File: config.mk
export PLATFORM = sky130hd
export DESIGN_NAME = fetch_bp
export DESIGN_NICKNAME = d
export VERILOG_FILES = /design/src/rtl/fetch_bp.sv
export SDC_FILE = /design/constraint.sdc
export NUM_CORES = 1
export LEC_CHECK = 0
export CAP_MARGIN = 20
export CORE_MARGIN = 10
export CORE_UTILIZATION = 30
export CTS_BUF_LIST = sky130_fd_sc_hd__clkbuf_4
export CTS_CLUSTER_DIAMETER = 40
export DETAILED_ROUTE_END_ITERATION = 16
export MAX_ROUTING_LAYER = met4
export RECOVER_POWER = 50
export SKIP_LAST_GASP = 1
export SLEW_MARGIN = 10
export SYNTH_ARGS = -nofsm -noshare
export SYNTH_HDL_FRONTEND = slang
export SYNTH_SLANG_ARGS = --single-unit
File: constraint.sdc
create_clock -name i_clk -period 11.25 [get_ports i_clk]
set_clock_uncertainty 0.2 [all_clocks]
set_input_delay 1.6875 -clock i_clk [delete_from_list [all_inputs] [get_ports i_clk]]
set_output_delay 1.6875 -clock i_clk [all_outputs]
set_load 0.005 [all_outputs]
File: src/rtl/fetch_bp.sv
// Instruction-fetch stage: PC register, direct-mapped BTB with 2-bit counters,
// and the IF/ID pipeline register. Supports stall, redirect and EX-stage training.
module fetch_bp #(
    parameter int          BTB_DEPTH       = 16,
    parameter int          INST_MEM_ADDR_W = 10,
    parameter logic [31:0] RESET_PC        = 32'h0
) (
    input  logic                       i_clk,
    input  logic                       i_rst,
    input  logic                       i_stall,
    input  logic                       i_redirect,
    input  logic [31:0]                i_redirect_pc,
    input  logic                       i_upd_vld,
    input  logic [31:0]                i_upd_pc,
    input  logic                       i_upd_taken,
    input  logic [31:0]                i_upd_target,
    output logic [INST_MEM_ADDR_W-1:0] o_imem_addr,
    input  logic [31:0]                i_imem_inst,
    output logic                       o_if_vld,
    output logic [31:0]                o_if_pc,
    output logic [31:0]                o_if_inst,
    output logic                       o_if_pred_taken,
    output logic [31:0]                o_if_pred_target
);
    localparam int IDX_W = $clog2(BTB_DEPTH);
    localparam int TAG_W = 30 - IDX_W;

    logic             btb_vld [BTB_DEPTH];
    logic [TAG_W-1:0] btb_tag [BTB_DEPTH];
    logic [31:0]      btb_tgt [BTB_DEPTH];
    logic [1:0]       btb_ctr [BTB_DEPTH];

    logic [31:0]      pc;
    logic [31:0]      pc_plus4;
    logic [31:0]      pred_pc;
    logic [31:0]      pc_nxt;
    logic [IDX_W-1:0] lk_idx;
    logic [TAG_W-1:0] lk_tag;
    logic             lk_hit;
    logic             pred_taken;
    logic [IDX_W-1:0] up_idx;
    logic [TAG_W-1:0] up_tag;
    logic             up_hit;
    logic [3:0]       unused_lsbs;

    assign unused_lsbs = {i_redirect_pc[1:0], i_upd_pc[1:0]};

    assign o_imem_addr = pc[INST_MEM_ADDR_W-1:0];

    // Lookup reads the array as it stands before this edge's training write.
    assign lk_idx     = pc[IDX_W+1:2];
    assign lk_tag     = pc[31:IDX_W+2];
    assign lk_hit     = btb_vld[lk_idx] && (btb_tag[lk_idx] == lk_tag);
    assign pred_taken = lk_hit && btb_ctr[lk_idx][1];
    assign pc_plus4   = pc + 32'd4;
    assign pred_pc    = pred_taken ? btb_tgt[lk_idx] : pc_plus4;

    assign up_idx = i_upd_pc[IDX_W+1:2];
    assign up_tag = i_upd_pc[31:IDX_W+2];
    assign up_hit = btb_vld[up_idx] && (btb_tag[up_idx] == up_tag);

    always_comb begin
        pc_nxt = pred_pc;
        if (i_redirect)
            pc_nxt = {i_redirect_pc[31:2], 2'b00};
        else if (i_stall)
            pc_nxt = pc;
    end

    always_ff @(posedge i_clk) begin
        if (i_rst) begin
            pc               <= RESET_PC;
            o_if_vld         <= 1'b0;
            o_if_pc          <= 32'h0;
            o_if_inst        <= 32'h0;
            o_if_pred_taken  <= 1'b0;
            o_if_pred_target <= 32'h0;
        end else begin
            pc <= pc_nxt;
            if (i_redirect) begin
                o_if_vld <= 1'b0;
            end else if (!i_stall) begin
                o_if_vld         <= 1'b1;
                o_if_pc          <= pc;
                o_if_inst        <= i_imem_inst;
                o_if_pred_taken  <= pred_taken;
                o_if_pred_target <= pred_pc;
            end
        end
    end

    // Training is independent of stall/redirect; only reset blocks it.
    always_ff @(posedge i_clk) begin
        if (i_rst) begin
            for (int i = 0; i < BTB_DEPTH; i++) begin
                btb_vld[i] <= 1'b0;
                btb_ctr[i] <= 2'b01;
            end
        end else if (i_upd_vld) begin
            if (up_hit) begin
                if (i_upd_taken) begin
                    if (btb_ctr[up_idx] != 2'b11)
                        btb_ctr[up_idx] <= btb_ctr[up_idx] + 2'b01;
                end else if (btb_ctr[up_idx] != 2'b00) begin
                    btb_ctr[up_idx] <= btb_ctr[up_idx] - 2'b01;
                end
            end else if (i_upd_taken) begin
                btb_vld[up_idx] <= 1'b1;
                btb_ctr[up_idx] <= 2'b10;
            end
        end
    end

    // A taken update either refreshes a hit's target or allocates; tag is rewritten either way.
    always_ff @(posedge i_clk) begin
        if (i_upd_vld && i_upd_taken) begin
            btb_tag[up_idx] <= up_tag;
            btb_tgt[up_idx] <= i_upd_target;
        end
    end
endmodule

==> impl_summary.md <==
Outcome
The flow ran to the end, but the final reports show violations. The final reports fail on max-capacitance violations, max-slew violations.

STA
The setup violation total in the final timing report is 0. The aggregate negative setup slack is 0 ps. The final max-slew violation count is 249. The final critical path takes up 64.94% of the cycle. The achievable frequency is 0.1369 GHz. Setup repair after global routing left no endpoint under its margin. For the pin with the worst max-slew slack, the measured transition is 4137 ps. The relative slew slack is -175.8%. On the final layout, the worst hold slack is 250.4 ps.

The number of failing hold endpoints at the final stage is 0. The worst setup slack after layout is 3945 ps. The worst path needs 7305 ps of the cycle, external delays included.

Die
The area of the die is 175300 µm². 242 I/O pins were placed. The core area is 158200 µm². The die is 418.7 µm wide. The starting utilization of the core area is 30.14%.

The vertical die dimension is 418.7 µm. The initialized floorplan defines 146 standard-cell rows.

Placed design
The half-perimeter wire length after detailed placement is 87240 µm. Buffers placed on the I/O ports in this run total 237. The number of cells after detailed placement is 4934.

The setup slack after placement is 4276 ps. The routability congestion estimate from global placement is 0.8588.

Route
The count of nets left with antenna violations once routing finished came out at 0. Summed over all layers, the routed wires come to 142600 µm. The detail-routed via count per cell is 5.197. The first detailed-routing pass ran for 6 iterations.

The total DRC errors in the routed layout is 0. In the final routed layout, each cell accounts on average for 26.16 µm. Across all layers, the routed design uses 28340 vias. The detailed router's first-iteration violation count is 2747.

Min path
The path with the worst hold slack has its endpoint at o_if_inst[7]. The startpoint of the lowest-slack hold path is o_if_inst[7]. The cell count of the worst hold path is 2.

The class of the tightest hold or removal check is register to register.

Synth
The combinational family with the most area after synthesis is multiplexers. After synthesis the cells add up to 47680 µm². The register bit total from synthesis is 1110. The warning count from the yosys run is 0.

The synthesized-area fraction occupied by and/or/nand/nor cells is 4.645%. Of all cell types, the one taking the most synthesized area is sky130_fd_sc_hd__edfxtp_1. The dominant register cell in the synthesized netlist is sky130_fd_sc_hd__edfxtp_1. In the synthesized netlist, mux cells make up 20.07% of the area. The synthesized netlist net count is 2874.

The share of synthesized cell area in full adder, half adder and majority cells is 0.02624%. The fraction of post-synthesis cell area in the top cell type by area is 60.46%. The average instance area after synthesis is 17.41 µm². The count of flip-flops with a built-in enable after synthesis is 960. Sequential elements use 66.76% of the synthesized area.

Sorting the synthesized cells by area gives the leading types as sky130_fd_sc_hd__edfxtp_1 (60%), sky130_fd_sc_hd__mux4_2 (16%), sky130_fd_sc_hd__dfxtp_1 (6.3%), sky130_fd_sc_hd__mux2i_1 (3.5%), sky130_fd_sc_hd__nand2_1 (1.8%). The synthesized-area fraction occupied by xor and xnor cells is 1.359%. Summing the areas of all compound-gate instances in the mapped netlist gives 4.687% of the synthesized area. After technology mapping, the gate count stands at 2739. In this run, distinct cell masters in the synthesized netlist total 77. Counting flops with an async set or reset pin after synthesis yields a share of 0%.

Power
The power density of the placed cells is 156.3 nW/µm². The share of total power dissipated in combinational logic is 9.2%. Of the total power, the share spent switching nets is 24.42%.

Of the total power, the clock network draws 38.1%. Summed over all cells, the static leakage comes to 17.51 nW. Per report_power, the sequential group accounts for 52.6% of the total.

The reported net switching power is 2.127 mW. The highest ir drop seen on vdd is 113.9 µV. The cell-internal power is 6.584 mW.

GRT
Entering global routing, the biggest net connects 94 pins. The first global-routing pass estimated 204000 µm of wire. The global route total overflow is 0. The via count of the first global-routing pass was 29000. The overall track demand over capacity in global routing is 16.36%.

The initial antenna violation count was 48.

CTS
The number of buffers inserted by hold repair at cts is 0. The clock insertion delay at the later pin of the skew report is 1260 ps. After clock tree synthesis, the clock-pin slew on the worst setup and hold paths is 60 ps. The TritonCTS clock tree is built. The number of gates given a new drive strength after cts is 0. The tree is rooted in a sky130_fd_sc_hd__clkbuf_4. Counting the buffers created by CTS gives 302.

The number of setup buffers added after CTS is 0. For this design, the sink count on the clock tree is 1110. The clock passes through at most 4 buffers. The H-tree generated during clock tree synthesis spans 5 levels.

Layout
The ratio of cells with drive above 1 in the final layout is 27.05%. The count of placed standard cells in the final layout, fillers left out is 5453. The area growth from synthesis to layout is 16.93%. After the last flow step, the layout net total stands at 3302. Cells fill 35.24% of the core in the end.

Worst setup path
Data arrives at the worst endpoint at 7870 ps. The worst setup path is of the input port to register kind. Measured in cells, the most critical reg-to-reg path has a length of 11. The worst setup path is launched from an input port. The kind of end point of the critical path is a register. The data required time at the worst endpoint is 11820 ps.

The setup slack of the most critical reg-to-reg path is 5440 ps. The maximum fanout along the worst path is 40.

Run
Max-cap violations in this run came to 8.
-- power groups by stage --
stage,logic (mW),registers [mW],clock network (mW)
3_5_place_dp,0.812,4.68,0
4_1_cts,0.814,4.59,3.42
3_3_place_gp,0.808,4.67,0
6_report,0.804,4.59,3.32
5_1_grt,0.851,4.59,3.64
2_1_floorplan,0.499,4.65,0
-- cell usage in the layout (no fill, tap or decap), types with 28 or more instances in the layout --
cell type	n
sky130_fd_sc_hd__edfxtp_1	960
sky130_fd_sc_hd__clkbuf_4	412
sky130_fd_sc_hd__mux4_2	344
sky130_fd_sc_hd__nand2_1	232
sky130_fd_sc_hd__clkdlybuf4s50_1	173
sky130_fd_sc_hd__mux2i_1	166
sky130_fd_sc_hd__dfxtp_1	146
sky130_fd_sc_hd__a21oi_1	84
sky130_fd_sc_hd__buf_4	75
sky130_fd_sc_hd__o21ai_0	68
sky130_fd_sc_hd__clkinv_1	63
sky130_fd_sc_hd__dlygate4sd3_1	59
sky130_fd_sc_hd__nor2_1	49
sky130_fd_sc_hd__nand3_1	49
sky130_fd_sc_hd__a22oi_1	48
sky130_fd_sc_hd__xnor2_1	47
sky130_fd_sc_hd__nor3_1	29
sky130_fd_sc_hd__diode_2	28
-- how the worst max path moves through the flow --
stage / to / from / cells past startpoint / slack [ps]
after global placement: btb_ctr[8][0] / i_upd_pc[2] / 11 / 4340
final: btb_tag[13][21] / i_upd_pc[2] / 6 / 3940
after global routing: btb_ctr[0][0] / i_upd_pc[2] / 11 / 3360
after CTS: register / register / 11 / 5300
after floorplan: btb_tag[14][0] / i_upd_pc[5] / 6 / 3820
after detailed placement: btb_ctr[8][1] / i_upd_pc[3] / 10 / 4280
-- registers in the layout, indices dropped and copies added, names as in the netlist, named ones only --
register          count
btb_ctr              32
btb_tag             416
btb_tgt             512
btb_vld              16
o_if_inst            32
o_if_pc              32
o_if_pred_taken       1
o_if_pred_target     32
o_if_vld              1
pc                   32
-- cell families after synthesis --
kind of cell / count (synthesis)
and+or+nand+nor: 471
AOI/OAI and AO/OA: 335
DFF: 1110
buffers and inverters: 225
xor gates and xnor gates: 74
muxes: 523
adders and majority gates: 1
-- critical path, cell delays in order --
cell	delay, ps
sky130_fd_sc_hd__buf_4	330
sky130_fd_sc_hd__clkbuf_1	2170
sky130_fd_sc_hd__nand2b_1	880
sky130_fd_sc_hd__nor3_1	420
sky130_fd_sc_hd__clkbuf_1	1330
sky130_fd_sc_hd__buf_4	900
-- synth_stat cells (all sizes together), types with 10 or more instances --
cell type    n
edfxtp     960
mux4       344
nand2      233
mux2i      168
dfxtp      150
buf        111
clkbuf      90
a21oi       85
o21ai       75
nor2        55
nand3       49
a22oi       48
xnor2       47
nor3        32
xor2        27
a221oi      22
inv         21
nand4       18
o2bb2ai     16
a22o        14
nor2b       13
o31ai       13
and3        11
mux2        11
and2        10
-- per-layer routing --
metal	track usage [%]	vias up	share of wire, %
met5	-	-	0
met4	7.436	0	4.2
met3	3.195	303	6.1
li1	-	12150	-
met2	28.04	1104	52
met1	18.45	14780	38
-- stage by stage --
stage                     power, mW  cell area, µm²
final                         8.711           55750
after global placement        5.482           52340
after floorplan               5.145           47680
after global routing          9.079           55750
after detailed placement      5.489           52340
after CTS                     8.822           55760
-- area by class of cell --
cell class	instances	area (µm²)
fill	15100	102400
timing repair buffer	325	2982
clock buffer	411	3085
clock inverter	79	337.8
tap	2072	2592
multi-input combinational	1404	14740
inverter	24	101.3
sequential	1110	31840
antenna	28	70.07
Note: power is estimated with default switching activity, not from simulation.
==> RTL change, RTL diff (same flow settings) <==
Reset style: asynchronous (`i_rst`), changed in 2 clocked blocks.
--- a/src/rtl/fetch_bp.sv
+++ b/src/rtl/fetch_bp.sv
@@ -69,3 +69,3 @@
 
-    always_ff @(posedge i_clk) begin
+    always_ff @(posedge i_clk or posedge i_rst) begin
         if (i_rst) begin
@@ -92,3 +92,3 @@
     // Training is independent of stall/redirect; only reset blocks it.
-    always_ff @(posedge i_clk) begin
+    always_ff @(posedge i_clk or posedge i_rst) begin
         if (i_rst) begin
Function: changed (a bounded check fails within 4 cycles, from zero or initial values and one cycle with i_rst high; the reset may be asserted at any time).
==> RTL change against the original RTL <==
  * The run still ends with capacitance limit, slew limit left
  * Register-to-register slack worse by 720 ps
  * Cell area up 2.4%
  * Routed wire length up 7.2%
  * Cell count up 2.9%
  * Worst setup slack worse by 850 ps
  * Core utilization up 0.18 points
  * Synthesized cell count up 3.1%
  * Non-clock buffer count down 15
  * Synthesized area up 2.3%
  * Total power up 8.2%
  * Sequential cell count down 4
  * Largest cell class unchanged
==> RTL change: results <==
set metrics [dict create \
    finalNetCount 3372 \
    met3_usage 0.0328 \
    violations "capacitance limit, slew limit" \
    grt.total_usage 0.171 \
    yosys-top-cells-area "edfxtp_1 (57%), mux4_2 (16%), dfrtp_1 (8.3%)" \
    post_cts_buffers 0 \
    synth_cell_types 84 \
    top_layer "met4" \
    wl_met1_mm 57.2 \
    via_count 29500 \
    reg.largest.list "btb_tgt (512), btb_tag (416)" \
    crit_slowest_cell "clkbuf_1" \
    drive_gt1_frac 0.279 \
    nFillCells 15400 \
    grt_pass1_wl_mm 218 \
    outcome "finished with violations" \
    post_dp_cell_area_um2 53500 \
    drt-initial-drc-count 2768 \
    slew_headroom -1.76 \
    synth_common_cells "edfxtp_1 (928), mux4_2 (339), nand2_1 (288), dfrtp_1 (162), mux2i_1 (154)" \
    yosys_warnings 0 \
    cts_htree_levels 5 \
    cts_resized 0 \
    leakage_nw 19.2 \
    cts_root_buf "clkbuf_4" \
    arrival_ps 9060 \
    wire_per_inst_um 27.3 \
    cpPeakStageDelay_ps 2550 \
    yosysSeqAreaShare 0.663 \
    synth_edf_count 928 \
    preCtsSetupSlack_ps 4220 \
    slew_violations 393 \
    vdd_drop_max_v 0.000103 \
    cp_max_fo 43 \
    syn_nets 2961 \
    grt_antenna_before_repair 42 \
    grtUsageMet2 0.281 \
    numCtsBuffers 302 \
    wl_met2_mm 77.4 \
    netlist_instances 2824 \
    use_met1 0.197 \
    async_flop_share 0.161 \
    grt_start_max_net_pins 121 \
    cts_max_path_buffers 4 \
    maxCapViolCount 10 \
    worstSkewPairLatency_ps 1250 \
    wirelength_mm 153 \
    multi_input_area_um2 15400 \
    dp_hpwl_mm 95.4 \
    wl_met3_mm 10.1 \
    post-place-cells 5091 \
    portBuffers 237 \
    clk_pin_slew_ps 60 \
    hp-class "flip-flop to flip-flop" \
    routabilityCongestion 0.908 \
    drt_pass1_iterations 6 \
]
## RTL change: critical path, delay by kind of cell
kind / cells / cell delay [ps]
AO/OA/AOI/OAI: 2 / 670
buffers and inverters: 2 / 2980
multiplexers: 1 / 310
AND/OR/NAND/NOR: 6 / 3310
## RTL change: cell families (layout without fill, tap and decap cells)
| logic type | after synthesis | in the layout | share of synthesized area |
|---|---|---|---|
| adders and majority gates | 3 | 3 | 0.000770 |
| and+or+nand+nor | 577 | 577 | 0.0562 |
| DFF | 1106 | 1106 | 0.663 |
| xor gates and xnor gates | 77 | 77 | 0.0138 |
| other | 0 | 24 | 0 |
| AOI/OAI and AO/OA | 291 | 291 | 0.0421 |
| muxes | 548 | 548 | 0.201 |
| buffers and inverters | 222 | 824 | 0.0231 |
## RTL change: where the power goes
group	total, W	switching, W	internal, W
sequential	0.00470	0.000131	0.00457
clock	0.00345	0.00162	0.00183
combinational	0.00127	0.000701	0.000574
total	0.00943	0.00245	0.00698
## RTL change: worst paths after layout
path | to | from | slack, ps | cells after the start
worst max-delay path | btb_ctr[14] | i_upd_pc[3] | 3090 | 11
worst min-delay path | o_if_inst[26] | o_if_inst[26] | 270 | 2
worst max register to register | o_if_pred_target[7] | pc[2] | 4720 | 12
worst min register to register | o_if_inst[26] | o_if_inst[26] | 270 | 2
max in group asynchronous | pc[5] | i_rst | 4020 | 3
min in group asynchronous | o_if_pc[12] | i_rst | 1390 | 2
## RTL change: layout make-up
| class | count | share of cell area |
|---|---|---|
| diodes | 24 | 0.00105 |
| clock inverters | 73 | 0.00730 |
| flip-flops and latches | 1106 | 0.567 |
| well taps | 2160 | 0.0474 |
| multi-input cells | 1496 | 0.270 |
| inverters | 19 | 0.00132 |
| repair buffers | 310 | 0.0507 |
| clock buffers | 422 | 0.0555 |
